[src/rtl/regheap_mp.sv]
// Dual-write, dual-read register heap with optional hardwired zero entry,
// write-to-read forwarding and a sequential clear sweep gating the pipeline.
module regheap_mp #(
  parameter int DATA_W   = 32,
  parameter int ADDR_W   = 5,
  parameter int ZERO_REG = 1,
  parameter int BYPASS   = 1
) (
  input  logic              clk,
  input  logic              rst_n,
  input  logic              clr,
  input  logic              we_a,
  input  logic [ADDR_W-1:0] wreg_a,
  input  logic [DATA_W-1:0] wdata_a,
  input  logic              we_b,
  input  logic [ADDR_W-1:0] wreg_b,
  input  logic [DATA_W-1:0] wdata_b,
  input  logic [ADDR_W-1:0] rreg1,
  input  logic [ADDR_W-1:0] rreg2,
  output logic [DATA_W-1:0] rdata1,
  output logic [DATA_W-1:0] rdata2,
  output logic              ready
);

  localparam int DEPTH = 2 ** ADDR_W;
  localparam logic [ADDR_W:0] LAST = (ADDR_W + 1)'(DEPTH - 1);

  typedef enum logic {CLEAR, RUN} state_t;

  state_t            state_q, state_d;
  logic [ADDR_W:0]   cnt_q, cnt_d;
  logic              ready_q, ready_d;
  logic [DATA_W-1:0] mem [DEPTH];

  logic wr_a, wr_b;
  logic hit1_a, hit1_b, hit2_a, hit2_b;
  logic zero1, zero2;

  always_ff @(posedge clk or negedge rst_n) begin
    if (!rst_n) begin
      state_q <= CLEAR;
      cnt_q   <= '0;
      ready_q <= 1'b0;
    end else begin
      state_q <= state_d;
      cnt_q   <= cnt_d;
      ready_q <= ready_d;
    end
  end

  // A clear request only matters from RUN; once sweeping, it runs to completion.
  always_comb begin
    state_d = state_q;
    cnt_d   = cnt_q;
    ready_d = ready_q;
    case (state_q)
      CLEAR: begin
        cnt_d = cnt_q + 1'b1;
        if (cnt_q == LAST) begin
          state_d = RUN;
          ready_d = 1'b1;
          cnt_d   = '0;
        end
      end
      RUN: begin
        if (clr) begin
          state_d = CLEAR;
          cnt_d   = '0;
          ready_d = 1'b0;
        end
      end
      default: begin
        state_d = CLEAR;
        cnt_d   = '0;
        ready_d = 1'b0;
      end
    endcase
  end

  assign wr_a = ready_q && we_a && !((ZERO_REG != 0) && (wreg_a == '0));
  assign wr_b = ready_q && we_b && !((ZERO_REG != 0) && (wreg_b == '0));

  // Port B is written last so it wins when both ports hit the same entry.
  always_ff @(posedge clk) begin
    if (state_q == CLEAR) begin
      mem[cnt_q[ADDR_W-1:0]] <= '0;
    end else begin
      if (wr_a) mem[wreg_a] <= wdata_a;
      if (wr_b) mem[wreg_b] <= wdata_b;
    end
  end

  assign hit1_a = (BYPASS != 0) && wr_a && (wreg_a == rreg1);
  assign hit1_b = (BYPASS != 0) && wr_b && (wreg_b == rreg1);
  assign hit2_a = (BYPASS != 0) && wr_a && (wreg_a == rreg2);
  assign hit2_b = (BYPASS != 0) && wr_b && (wreg_b == rreg2);

  assign zero1 = !ready_q || ((ZERO_REG != 0) && (rreg1 == '0));
  assign zero2 = !ready_q || ((ZERO_REG != 0) && (rreg2 == '0));

  assign rdata1 = zero1  ? '0 :
                  hit1_b ? wdata_b :
                  hit1_a ? wdata_a : mem[rreg1];
  assign rdata2 = zero2  ? '0 :
                  hit2_b ? wdata_b :
                  hit2_a ? wdata_a : mem[rreg2];

  assign ready = ready_q;

endmodule

[config.mk]
export PLATFORM = sky130hd
export DESIGN_NAME = regheap_mp
export DESIGN_NICKNAME = d
export VERILOG_FILES = /design/src/rtl/regheap_mp.sv
export SDC_FILE = /design/constraint.sdc
export NUM_CORES = 2
export LEC_CHECK = 0
export BUFFER_PORTS_ARGS = -buffer_cell sky130_fd_sc_hd__buf_2
export CAP_MARGIN = 0
export CORE_MARGIN = 1.5
export CORE_UTILIZATION = 50
export CTS_CLUSTER_DIAMETER = 200
export CTS_CLUSTER_SIZE = 16
export DETAILED_ROUTE_END_ITERATION = 7
export PLACE_DENSITY = 0.7
export SLEW_MARGIN = 0
export SYNTH_ARGS = -nofsm -noshare
export SYNTH_HDL_FRONTEND = slang
export SYNTH_SLANG_ARGS = --single-unit
[constraint.sdc]
create_clock -name clk -period 5.3 [get_ports clk]
set_input_delay 0.53 -clock clk [delete_from_list [all_inputs] [get_ports clk]]
set_output_delay 0.53 -clock clk [all_outputs]
set_load 0.005 [all_outputs]
* Yosys cells after proc, flatten, opt, wreduce, memory -nomap -nowiden *
Memories as Yosys holds them, arrays and structs flattened.
Cells that the tools add are included.

storage, ports and cells
  register bits = 8
  latch bits = 0
  RAM bits = 1024
  memory bits (read-only) = 0
  output and inout port bits = 65
  logic and storage cells = 57
  memories = 1

cells by class
  $add $sub $neg = 1
  multiply operators = 0
  div/mod/pow operators = 0
  magnitude comparators = 0
  equality and inequality tests = 7
  shifts and indexed selects = 0
  muxes and demuxes = 25
  bitwise logic cells = 1
  reductions and logical operators = 19

memory list
  memory  words  width  rd ports  clocked after memory_dff  wr ports  line  RTL
  mem     32     32     2         0                         2         33    logic [DATA_W-1:0] mem [DEPTH];

operators by type and width
  operator             count
  $mux 32              7
  $reduce_or 32->1     1
  $eq 5x5->1           4
  $logic_not 5->1      4
  $mux 1               12
  $mux 6               2
  $pmux 6 s2           1
  $logic_and 1x1->1    8
  $add 6x1->6 const B  1
  $eq 6x5->1 const B   1
  $mux 5               1
  $ne 2x2->1 const B   2
  $pmux 1 s2           2
  $logic_not 1->1      3
  $logic_or 1x1->1     2
  $reduce_and 2->1     1
  $not 1->1            1

* Depth between registers and ports, before layout *
  word-level depth = 8
  gate-level depth with buffers = 9

* Worst setup path before layout *
No wires, ideal clock.

  path type = input to register
  start point = input port wreg_a[3]
  end point = memory mem[2][0], enable pin
  library setup time = 433 ps
  arrival = 3293 ps
  required time = 4867 ps
  setup slack = 1574 ps
  stages = 7
  buffers on the path = 2
  cells stage by stage = buf_2 > nor4_4 > a211oi_2 > buf_2 > mux2i_1 > nand2_1 > o22ai_1

RTL lines
  element          line  RTL
  start, declared  13    input logic [ADDR_W-1:0] wreg_a,
  end, declared    33

* Worst setup path in the final report *
  start point = input port rreg2[0]
  end point = output port rdata2[0]

between the ends
  cells in the longest elaborated chain, start to end = 5

RTL lines
  element                                                                line  RTL
  start, declared                                                        19    input logic [ADDR_W-1:0] rreg2,
  parallel branches: the longest is 4 deep, another holds $mem_v2 32x32  --
  $mux 32 (*)                                                            104   assign rdata2 = zero2 ? '0 :
  end, declared                                                          21    output logic [DATA_W-1:0] rdata2,

Every way passes the cells marked *.

==> impl_metrics.tcl <==
set metrics [dict create \
    via_per_inst 7.11 \
    synth_seq_cells 1032 \
    initial_core_util_pct 50.6 \
    hold_start "clr" \
    cpPeakStageDelay_ns 0.88 \
    ys_seq_area_share_pct 50.7 \
    whs_ns 0.181 \
    synth-warning-count 0 \
    async_flop_share_pct 0.775 \
    finalSetupTns_ns 0 \
    path_cells "buf_8, nor2b_4, buf_4, a22o_1, o31ai_1, nor3_1, o211ai_1, buf_2" \
    synthToLayoutAreaGrowth_pct 6.56 \
    hp-class "input pin to register" \
    cts_made_buffers 74 \
    r2r_cells 7 \
    crit_required_ns 4.77 \
    drcViolationCount 0 \
    timing.critical_path.buf_inv 3 \
    setup_viol 0 \
    synth_edf_count 1024 \
    finalCritPeriodShare_pct 85.8 \
    path_delay_family "simple AND/OR/NAND/NOR gates" \
    ios 154 \
    fin_nets 5332 \
    wl_mm 225 \
    synth_ff_type "edfxtp_1" \
    cp_max_fo 34 \
    critical_path_class "input pin to output pin" \
    min_to "cnt_q[3]" \
    drt-initial-drc-count 8392 \
    route.detailed.wl_per_inst_um 32.7 \
    fin_cells 6874 \
    cp.arrival_ns 4.02 \
    cts.sinks 1032 \
    fmax_mhz 220 \
    cts_max_path_buffers 3 \
    peakVddDrop_v 0.000237 \
    path_clk_slew_ns 0.08 \
    netlist_area_mm2 0.0610 \
    finalMaxSlewViolations 0 \
    htree_levels 3 \
    placementRows 127 \
    multi_input_area_mm2 0.0273 \
    via_count 48900 \
    critPathLaunchType "input pin" \
    r2r-end "mem[6][11]" \
    power_w 0.0202 \
    static-leakage-power_nw 21.6 \
    coreArea_mm2 0.120 \
    synth_cell_types 56 \
    cts-root-buf "clkbuf_16" \
    grt_util_all_layers_pct 35.3 \
    overflow 0 \
    skew_ns 0.0229 \
    syn_avg_cell_area_um2 11.0 \
    maxCapViolations 0 \
    die_h_um 352 \
    maxSlewHeadroom_pct 16.6 \
    post-route-min-period_ns 4.55 \
    hold_viol 0 \
    drtPass1Iterations 6 \
    drt.antenna.violating_nets 0 \
    dp_cells 6777 \
    grt_max_degree 72 \
    rrSetupSlack_ns 1.33 \
    outcome "finished clean" \
    r2r_start "state_q" \
    regArea_mm2 0.0309 \
    clk_latency_ns 0.68 \
    grt_pass1_vias 47100 \
    crit_slowest_cell "nor3_1" \
    path_depth 8 \
    endpoint_kind "output pin" \
    dp_hpwl_mm 136 \
    die_w_um 352 \
    place.gp.congestion 0.925 \
    fillers 10100 \
    die_area_mm2 0.124 \
    cts_tree "done" \
    worstMarginPinSlew_ns 1.25 \
    syn_nets 5614 \
    port_buffers 153 \
    syn_inst 5524 \
    min_path_cells 2 \
    ctsResizeCount 0 \
    grt_pass1_wl_mm 320 \
    power_density_mw_per_mm2 311 \
    grt_setup_unrepaired "false" \
    antenna_found_initial 20 \
    layout-drive-gt1-share_pct 19.6 \
]
[stage by stage]
step	setup slack, ns	util (%)	cell area [um^2]
floorplan	1.57	-	61000
global placement	1.09	52.3	63000
detailed placement	1.08	52.3	63000
CTS	1.07	53.9	65000
global route	0.866	53.9	65000
finish	0.750	54.0	65000
[flip-flops by register name, summed over array words and instances (netlist names)]
register,count
cnt_q,6
mem,1024
ready,1
state_q,1
[layer usage]
metal | global-route usage [%] | share of wire, %
met1 | 45.6 | 34
met2 | 52.9 | 44
met3 | 12.1 | 16
met4 | 17.6 | 5.9
met5 | 0 | 0.077
[power breakdown]
group,switching [W],internal (W)
logic,0.00291,0.00149
clock network,0.00292,0.00255
registers,0.000374,0.00995
[kinds of logic after synthesis]
logic type | synth area share [%]
compound gates | 15.1
simple gates | 9.82
flops | 50.7
mux | 18.6
buf+inv | 5.43
xor+xnor | 0.330
fa+ha+maj | 0.0205
[cell type report]
| type | instances | share of cell area (%) |
|---|---|---|
| diodes | 11 | 0.0424 |
| clock buffers | 79 | 2.91 |
| clock inverters | 6 | 0.121 |
| repair buffers | 334 | 3.97 |
| inverters | 36 | 0.208 |
| well taps | 1612 | 3.10 |
| multi-input cells | 3764 | 42.0 |
| flip-flops and latches | 1032 | 47.6 |
[cell usage after synthesis (all sizes together) (64+ instances only)]
master     n  share of area (%)
nand2   1112                6.8
mux2     250                4.6
mux4     262                9.7
o21ai    998                8.2
nor3     138                1.1
clkbuf   384                2.4
mux2i    260                4.3
a22o     186                2.7
buf      308                2.8
nand3     66               0.54
edfxtp  1024                 50
o211ai    64               0.79
o22ai    153                1.6
[timing repair]
item / in CTS / in global routing
hold endpoints to repair: 8 / 0
hold buffers: 1 / 0
setup buffers: 0 / 0
[worst max-delay path by stage]
| stage | from | end | slack, ns |
|---|---|---|---|
| after floorplan | wreg_a[3] | mem[2][0] | 1.57 |
| after global placement | rreg2[0] | rdata2[0] | 1.09 |
| after global routing | rreg2[0] | rdata2[0] | 0.87 |
| after detailed placement | rreg2[0] | rdata2[0] | 1.08 |
| final | rreg2[0] | rdata2[0] | 0.75 |
| after CTS | rreg2[0] | rdata2[0] | 1.07 |
[cells in the final DEF (no fill, tap or decap), types with 10 or more instances in the layout]
cell type,Yosys,final
nand2_1,1112,1110
edfxtp_1,1024,1024
o21ai_0,957,957
mux4_2,262,262
mux2i_1,260,260
mux2_2,250,250
a22o_1,186,186
buf_2,209,149
buf_4,47,147
nor3_1,138,130
o22ai_1,153,130
clkbuf_16,0,75
nand3_1,66,66
o211ai_1,64,64
a22oi_1,62,62
o31ai_1,62,62
o21ai_1,41,41
inv_1,36,36
buf_12,0,33
nor2_4,23,30
o22ai_4,0,23
nor2_1,21,14
xnor2_1,13,13
diode_2,0,11
xor2_1,10,10
Note: power is estimated with default switching activity, not from simulation.
